`config.mk`:
```
export PLATFORM = sky130hd
export DESIGN_NAME = mc_pad_bank_ctrl
export DESIGN_NICKNAME = d
export VERILOG_FILES = /design/src/rtl/mc_pad_pkg.sv /design/src/rtl/mc_pad_filter.sv /design/src/rtl/mc_pad_bank_ctrl.sv
export SDC_FILE = /design/constraint.sdc
export NUM_CORES = 1
export LEC_CHECK = 0
export BUFFER_PORTS_ARGS = -buffer_cell sky130_fd_sc_hd__buf_2
export CAP_MARGIN = 5
export CELL_PAD_IN_SITES_DETAIL_PLACEMENT = 1
export CELL_PAD_IN_SITES_GLOBAL_PLACEMENT = 2
export CORE_AREA = 5 5 134 136
export CTS_CLUSTER_DIAMETER = 60
export CTS_CLUSTER_SIZE = 8
export DETAILED_ROUTE_END_ITERATION = 8
export DIE_AREA = 0 0 139 141
export HOLD_SLACK_MARGIN = 0.06
export MAX_ROUTING_LAYER = met4
export PLACE_DENSITY_LB_ADDON = 0.1
export SLEW_MARGIN = 0
export SYNTH_ARGS = -nofsm -noshare
export SYNTH_HDL_FRONTEND = slang
export SYNTH_SLANG_ARGS = --single-unit
export TNS_END_PERCENT = 5
```
`constraint.sdc`:
```
create_clock -name clk_i -period 2.1 [get_ports clk_i]
set_input_delay 0.315 -clock clk_i [delete_from_list [all_inputs] [get_ports clk_i]]
set_output_delay 0.315 -clock clk_i [all_outputs]
set_load 0.02 [all_outputs]
```
`src/rtl/mc_pad_pkg.sv`:
```
// Shared pad-bank types: per-channel drive mode and default bank sizing.
package mc_pad_pkg;

  typedef enum logic [1:0] {
    ModeOff = 2'd0,
    ModeIn  = 2'd1,
    ModeOut = 2'd2,
    ModeOd  = 2'd3
  } pad_mode_e;

  localparam int unsigned NumPadsDefault   = 8;
  localparam int unsigned DebounceWDefault = 8;

endpackage

```
`src/rtl/mc_pad_filter.sv`:
```
// One pad channel input path: 2-flop synchronizer, debounce counter and
// registered edge flags.
module mc_pad_filter #(
  parameter int unsigned DebounceW = 8
) (
  input  logic                 clk_i,
  input  logic                 rst_ni,
  input  logic                 en_i,
  input  logic [DebounceW-1:0] thresh_i,
  input  logic                 pad_i,
  output logic                 filt_o,
  output logic                 rise_o,
  output logic                 fall_o
);

  logic [1:0]           sync_q;
  logic                 filt_q, filt_d;
  logic [DebounceW-1:0] cnt_q, cnt_d;
  logic                 rise_q, rise_d;
  logic                 fall_q, fall_d;

  always_comb begin
    filt_d = filt_q;
    cnt_d  = cnt_q;
    rise_d = 1'b0;
    fall_d = 1'b0;
    if (!en_i) begin
      cnt_d = '0;
    end else if (sync_q[1] == filt_q) begin
      cnt_d = '0;
    end else if (cnt_q >= thresh_i) begin
      // >= so a threshold lowered below an in-progress count fires at once
      filt_d = sync_q[1];
      cnt_d  = '0;
      rise_d = sync_q[1];
      fall_d = ~sync_q[1];
    end else begin
      cnt_d = cnt_q + DebounceW'(1);
    end
  end

  always_ff @(posedge clk_i) begin
    if (!rst_ni) begin
      sync_q <= '0;
      filt_q <= 1'b0;
      cnt_q  <= '0;
      rise_q <= 1'b0;
      fall_q <= 1'b0;
    end else begin
      sync_q <= {sync_q[0], pad_i};
      filt_q <= filt_d;
      cnt_q  <= cnt_d;
      rise_q <= rise_d;
      fall_q <= fall_d;
    end
  end

  assign filt_o = filt_q;
  assign rise_o = rise_q;
  assign fall_o = fall_q;

endmodule

```
`src/rtl/mc_pad_bank_ctrl.sv`:
```
// Pad bank controller: per-channel input filtering plus registered output
// drive decode toward the pad frame.
module mc_pad_bank_ctrl
  import mc_pad_pkg::*;
#(
  parameter int unsigned NumPads   = NumPadsDefault,
  parameter int unsigned DebounceW = DebounceWDefault
) (
  input  logic                    clk_i,
  input  logic                    rst_ni,
  input  pad_mode_e [NumPads-1:0] cfg_mode_i,
  input  logic [DebounceW-1:0]    cfg_debounce_i,
  input  logic [NumPads-1:0]      gpio_d_i,
  output logic [NumPads-1:0]      gpio_d_o,
  output logic [NumPads-1:0]      irq_rise_o,
  output logic [NumPads-1:0]      irq_fall_o,
  output logic [NumPads-1:0]      pad_d_o,
  output logic [NumPads-1:0]      pad_oe_o,
  input  logic [NumPads-1:0]      pad_d_i
);

  logic [NumPads-1:0] pad_d_d, pad_d_q;
  logic [NumPads-1:0] pad_oe_d, pad_oe_q;

  for (genvar i = 0; i < NumPads; i++) begin : g_chan
    mc_pad_filter #(
      .DebounceW(DebounceW)
    ) u_filter (
      .clk_i   (clk_i),
      .rst_ni  (rst_ni),
      .en_i    (cfg_mode_i[i] != ModeOff),
      .thresh_i(cfg_debounce_i),
      .pad_i   (pad_d_i[i]),
      .filt_o  (gpio_d_o[i]),
      .rise_o  (irq_rise_o[i]),
      .fall_o  (irq_fall_o[i])
    );
  end

  always_comb begin
    pad_d_d  = '0;
    pad_oe_d = '0;
    for (int i = 0; i < NumPads; i++) begin
      case (cfg_mode_i[i])
        ModeOut: begin
          pad_oe_d[i] = 1'b1;
          pad_d_d[i]  = gpio_d_i[i];
        end
        // Open drain: only ever pull low, release for a 1
        ModeOd:  pad_oe_d[i] = ~gpio_d_i[i];
        default: ;
      endcase
    end
  end

  always_ff @(posedge clk_i) begin
    if (!rst_ni) begin
      pad_d_q  <= '0;
      pad_oe_q <= '0;
    end else begin
      pad_d_q  <= pad_d_d;
      pad_oe_q <= pad_oe_d;
    end
  end

  assign pad_d_o  = pad_d_q;
  assign pad_oe_o = pad_oe_q;

endmodule

```
==> results of run 1 <==
[placed cells by master (no fill, tap or decap), drive strengths merged, types with 12 or more instances in the layout]
master / n
dfxtp: 120
buf: 91
nor2: 84
ha: 72
a21oi: 40
inv: 39
nand3: 39
nand2: 37
xor2: 31
xnor2: 25
clkbuf: 17
and2: 16
nor3b: 16
o21ai: 16
and3: 12
[layout make-up]
class / count / area, um^2
multi-input cells: 437 / 3160
clock inverters: 15 / 160
clock buffers: 17 / 425
flip-flops and latches: 120 / 2400
well taps: 225 / 282
inverters: 31 / 116
repair buffers: 93 / 563
fillers: 1954 / 9700
[registers in the layout, summed over array words and instances (netlist names)]
| register | count |
|---|---|
| pad_d_o | 8 |
| g_chan.u_filter.rise_o | 8 |
| g_chan.u_filter.filt_o | 8 |
| pad_oe_o | 8 |
| g_chan.u_filter.sync_q | 16 |
| g_chan.u_filter.cnt_q | 64 |
| g_chan.u_filter.fall_o | 8 |
[worst paths after layout]
kind	endpoint	slack, ps	startpoint
setup / recovery	g_chan[0].u_filter.cnt_q[2]	200	g_chan[0].u_filter.cnt_q[0]
hold / removal	pad_d_o[3]	80	cfg_mode_i[6]
setup reg to reg	g_chan[0].u_filter.cnt_q[2]	200	g_chan[0].u_filter.cnt_q[0]
hold reg to reg	g_chan[3].u_filter.sync_q[1]	440	g_chan[3].u_filter.sync_q[0]
[layer usage]
layer,up-vias,share of wire (%)
met3,20,2.3
met5,-,0
met2,46,54
li1,2264,-
met1,2162,42
met4,0,1.6
[where the power goes]
part	internal [mW]	total, mW	switching (mW)	leakage (nW)
Clock	1.68	2.87	1.19	0.286
Sequential	2.31	2.32	0.0149	0.973
Combinational	0.138	0.325	0.187	1.73
[per-stage QoR]
step,worst slack [ps],setup TNS (ps)
after global placement,8.22,0
after CTS,154,0
after floorplan,381,0
after detailed placement,-40.1,-352
final,201,0
after global routing,56.5,0
[synthesized netlist by cell type (8+ instances only)]
master / n
ha_1: 72
xnor2_1: 25
dfxtp_1: 120
a21oi_4: 8
nor3_1: 8
and2_1: 16
o211ai_1: 8
a21oi_1: 32
nor3b_1: 16
buf_4: 25
a2111o_1: 8
nand3_4: 8
xor2_1: 31
o31ai_1: 8
and3_1: 12
nand2_1: 37
o21ai_0: 8
o21ai_1: 8
nor2_1: 84
inv_1: 31
nand2b_1: 8
nand3_1: 31
nand4_1: 8
[kinds of logic (layout without fill, tap and decap cells)]
| group | count (synthesis) | count (layout) | share of synthesized area, % |
|---|---|---|---|
| simple gates | 229 | 229 | 20.2 |
| flops | 120 | 120 | 40.8 |
| compound gates | 80 | 80 | 9.86 |
| fa+ha+maj | 72 | 72 | 15.3 |
| buf+inv | 61 | 156 | 5.50 |
| xor+xnor | 56 | 56 | 8.33 |
==> results.ini, run 1 <==
[sta]
final_max_slew_viol_count=0
setup_viol=0
rsz0062_at_grt=false
hold_ws_ps=82.3
worst_pin_slew_ps=452
finalCritPeriodShare_pct=90.4
fin_skew_ps=7.38
hold_viol=0
fin_crit_ps=1900
fmax_mhz=527
maxSlewHeadroom_pct=69.8

[power]
peakVddDrop_uv=542
total_power_mw=5.52
p_leak_nw=2.99
power_density_nw_per_um2=776

[logic_synthesis]
synth-edff-count=0
ys_seq_area_share_pct=40.8
synth_top_cell_area_share_pct=40.8
netlist_area_um2=5890
yosys_warnings=0
syn_area_per_cell_um2=9.53
synthTopCellsByArea=dfxtp_1, ha_1, nor2_1, xor2_1, xnor2_1
syn-num-nets=732
synth_ff_type=dfxtp_1
synthArstFlopShare_pct=0
ys_ff_latch=120
synth_cell_type_count=26
synth_top_area_cell=dfxtp_1
netlist_instances=618

[clock_tree]
cts.sinks=120
clock_latency_ps=420
postCtsSetupBuffers=0
postCtsHoldBufs=2
cts_buffers=17
path_clk_slew_ps=60
cts-root-buf=clkbuf_16
post_cts_resized=0
cts_buffer_depth=2
htree_levels=4
cts_tree=done

[status]
status=finished, final reports clean

[finish]
finish.utilization_pct=42.3
nets=814
fin_area_um2=7110
drive_above_1_share_pct=19.6
syn_to_final_growth_pct=20.8
antenna_cells=0
instances_no_fill=938

[critical_path]
path_delay_family=compound AO/OA/AOI/OAI gates
critPathRequiredTime_ps=2450
worst-path-stages=7
end_kind=flop
worstPathCellList=inv_1 -> ha_1 -> nand2b_1 -> a2111o_1 -> a21oi_4 -> nand3_4 -> nor2_1
arrival_ps=2250
critPathKind=flop to flop
cp_max_fo=8
slowest_delay_ps=450
crit_slowest_cell=a2111o_1
reg2reg_depth=7
critPathLaunchType=flop
worst-path-buf-inv=1

[global_route]
busiest_layer=met2
gr-usage-met1_pct=15.9
use_met2_pct=28.8
grt_max_degree=57
grt_use_met3_pct=3.15
overflow=0
grt_pass1_vias=4802
grt_usage_pct=15.4
grt_first_pass_wirelength_um=23400
antenna_found_initial=0

[place]
dpl.hpwl_um=10700
gp_congestion=0.731
numPortBuffers=81
dp.cells=904
placed_area_um2=6510

[detailed_routing]
wirelength_um=14100
vias=4492
drtIter0Drc=117
ant_nets=0
wire_per_inst_um=15.1
drtPass1Iterations=4
vias_per_cell=4.79
drc=0

[die]
die_w_um=139
core_um2=16800
rows=48
io_pins=82
die_area_um2=19600
die_height_um=141
initial_core_util_pct=35.0

[worst_hold_path]
worstHoldPathType=input pin to flop
whs_path_depth=2

[run]
cap_violations=0

Power figures use the tool's default switching activity.
==> inputs of run 2 (changes only) <==
- ABC_AREA: unset -> 1
- CORE_AREA: 5 5 134 136 -> 5 5 140 142
- DIE_AREA: 0 0 139 141 -> 0 0 145 147
==> run 2 against run 1 <==
Compared with the run above:
- die area grew 8.8%
- sequential cell count unchanged
- routed wire length increased by 6.4%
- register-to-register slack gained 390 ps
- synthesized area increased by 3.6%
- largest cell class unchanged
- combinational power rose by 6.2%
- critical endpoint is now g_chan[2].u_filter.filt_o
- hold slack improved by 1.6 ps
- largest power group unchanged
==> results.ini, run 2 <==
[finish]
num-fill-cells=2228  ; was 1954
largest_reg_flops=64  ; unchanged
drive_above_1_share_pct=18.5  ; was 19.6%
finish.utilization_pct=40.2  ; was 42.3%
final_cell_mix=nand2_1, nor2_1, dfxtp_1  ; was dfxtp_1, nor2_1, buf_2
nets=948  ; was 814
fin_area_um2=7360  ; was 7110 um^2
seqCellArea_um2=2400  ; unchanged
instances_no_fill=1081  ; was 938
antenna_cells=0  ; unchanged
final_common_cell=nand2_1  ; was dfxtp_1
multi_input_area_um2=3160  ; unchanged
top_register=g_chan.u_filter.cnt_q  ; unchanged
syn_to_final_growth_pct=20.6  ; was 20.8%
top_regs=g_chan.u_filter.cnt_q: 64 flops, g_chan.u_filter.sync_q: 16 flops  ; unchanged

[critical_path]
critPathKind=flop to flop  ; unchanged
critPathRequiredTime_ps=2410  ; was 2450 ps
end_kind=flop  ; unchanged
arrival_ps=1820  ; was 2250 ps
critPathLaunchType=flop  ; unchanged
cp_max_fo=5  ; was 8

[power]
total_power_mw=5.67  ; was 5.52 mW
p_int_mw=4.35  ; was 4.12 mW
p_sw_mw=1.32  ; was 1.40 mW
p_leak_nw=3.47  ; was 2.99 nW
power_frac_clock_pct=52.9  ; was 52.0%
power_frac_seq_pct=41.1  ; was 42.1%
p_sw_share_pct=23.4  ; was 25.3%
peakVddDrop_uv=501  ; was 542 uV
p_comb_share_pct=6.1  ; was 5.9%
power_density_nw_per_um2=770  ; was 776 nW/um^2

[clock_tree]
post_cts_resized=0  ; unchanged
postCtsSetupBuffers=0  ; unchanged
cts_tree=done  ; unchanged
cts.sinks=120  ; unchanged
htree_levels=4  ; unchanged
cts-root-buf=clkbuf_16  ; unchanged
cts_buffer_depth=2  ; unchanged
path_clk_slew_ps=60  ; about the same
cts_buffers=17  ; unchanged
clock_latency_ps=420  ; about the same

[sta]
fin_crit_ps=1510  ; was 1900 ps
worst_pin_slew_ps=420  ; was 452 ps
setup_tns_ps=0  ; unchanged
finalCritPeriodShare_pct=71.8  ; was 90.4%
fin_skew_ps=6.46  ; was 7.38 ps
rsz0062_at_grt=false  ; unchanged
final_max_slew_viol_count=0  ; unchanged
setup_viol=0  ; unchanged
fin_ws_ps=591  ; was 201 ps
hold_viol=0  ; unchanged
fmax_mhz=663  ; was 527 MHz
hold_ws_ps=83.9  ; was 82.3 ps
maxSlewHeadroom_pct=72.0  ; was 69.8%

[logic_synthesis]
synthXorXnorAreaFrac_pct=6.17  ; was 8.33%
synth_top_area_cell=dfxtp_1  ; unchanged
ys_top_cells_by_count=nand2_1, nor2_1, dfxtp_1  ; was dfxtp_1, nor2_1, ha_1
synthTopCellsByArea=dfxtp_1, ha_1, nand2_1, nor2_1, inv_1  ; was dfxtp_1, ha_1, nor2_1, xor2_1, xnor2_1
synth-simple-area-share_pct=25.4  ; was 20.2%
netlist_instances=747  ; was 618
synth_top_cell_area_share_pct=39.4  ; was 40.8%
synth_top_family_by_area=simple AND/OR/NAND/NOR gates  ; unchanged
ys_seq_area_share_pct=39.4  ; was 40.8%
syn_area_per_cell_um2=8.17  ; was 9.53 um^2
synth_ff_type=dfxtp_1  ; unchanged
synthArstFlopShare_pct=0  ; unchanged
netlist_area_um2=6100  ; was 5890 um^2
yosys_warnings=0  ; unchanged
synth-edff-count=0  ; unchanged
syn-num-nets=861  ; was 732
muxShareOfSynthArea_pct=0  ; unchanged
ys_ff_latch=120  ; unchanged
synthAdderAreaFrac_pct=14.8  ; was 15.3%
synth_most_common_cell=nand2_1  ; was dfxtp_1
synth-compound-area-share_pct=5.52  ; was 9.86%
synth_cell_type_count=31  ; was 26

[die]
die_area_um2=21300  ; was 19600 um^2
initial_core_util_pct=33.3  ; was 35.0%
die_height_um=147  ; was 141 um
core_um2=18300  ; was 16800 um^2
die_w_um=145  ; was 139 um
io_pins=82  ; unchanged
rows=50  ; was 48

[global_route]
gr-usage-met1_pct=17.6  ; was 15.9%
busiest_layer=met2  ; unchanged
grt_first_pass_wirelength_um=25300  ; was 23400 um
use_met2_pct=25.9  ; was 28.8%
grt_usage_pct=15.2  ; was 15.4%
antenna_found_initial=0  ; unchanged
grt_use_met3_pct=3.45  ; was 3.15%
grt_max_degree=17  ; was 57
overflow=0  ; unchanged
grt_pass1_vias=5188  ; was 4802

[detailed_routing]
wire_per_inst_um=13.9  ; was 15.1 um
drtPass1Iterations=4  ; unchanged
vias=4904  ; was 4492
drc=0  ; unchanged
ant_nets=0  ; unchanged
drtIter0Drc=100  ; was 117
wirelength_um=15000  ; was 14100 um
vias_per_cell=4.54  ; was 4.79

[status]
status=finished, final reports clean  ; unchanged

[run]
cap_violations=0  ; unchanged

[place]
dpl.hpwl_um=11700  ; was 10700 um
dp.cells=1044  ; was 904
post-place-ws_ps=296  ; was -40.1 ps
numPortBuffers=81  ; unchanged
gp_congestion=0.738  ; was 0.731
placed_area_um2=6700  ; was 6510 um^2

[worst_hold_path]
worstHoldPathType=input pin to flop  ; unchanged

## run 2: logic make-up after synthesis
logic type      Yosys count
buf+inv                 116
fa+ha+maj                72
compound gates           50
xor+xnor                 43
flops                   120
simple gates            346
## run 2: repair_timing
action / in CTS / in global routing
endpoints found under the setup margin: 0 / 0
hold buffers: 5 / 0
hold endpoints to repair: 5 / 0
## run 2: cell type report
cell class | count | area share (%)
tap | 234 | 3.98
clock buffer | 18 | 5.97
clock inverter | 14 | 2.38
sequential | 120 | 32.6
inverter | 88 | 4.52
timing repair buffer | 96 | 7.55
multi-input combinational | 511 | 43.0
## run 2: power by group through the flow
stage                     clock network (mW)  registers (mW)  logic (mW)
final                                   3.00            2.33       0.345
after detailed placement                   0            2.38       0.349
after floorplan                            0            2.39       0.179
after global placement                     0            2.38       0.331
after global routing                    3.20            2.33       0.398
after CTS                               3.09            2.33       0.358
## run 2: final timing paths
path              cells after the start                          from  slack (ps)                      endpoint
setup / recovery                      9   g_chan[2].u_filter.cnt_q[3]         590     g_chan[2].u_filter.filt_o
hold / removal                        3                    pad_d_i[2]          80  g_chan[2].u_filter.sync_q[0]
setup reg to reg                      9   g_chan[2].u_filter.cnt_q[3]         590     g_chan[2].u_filter.filt_o
hold reg to reg                       2  g_chan[0].u_filter.sync_q[0]         410  g_chan[0].u_filter.sync_q[1]
## run 2: critical path: stages, from the launching register on
cell and delay (ps):
dfxtp_1 420, ha_1 280, nand2_1 100, nor2_1 50, nor2_1 80, nand2_1 70, nand2_1 100, nand2_1 100
a21oi_1 150, nor2_1 60
## run 2: metal layers
layer  vias to the layer above  wire [um]
met5                         -          0
met4                         0        227
met3                        18        483
met2                        67       7510
met1                      2286       6810
li1                       2533          -
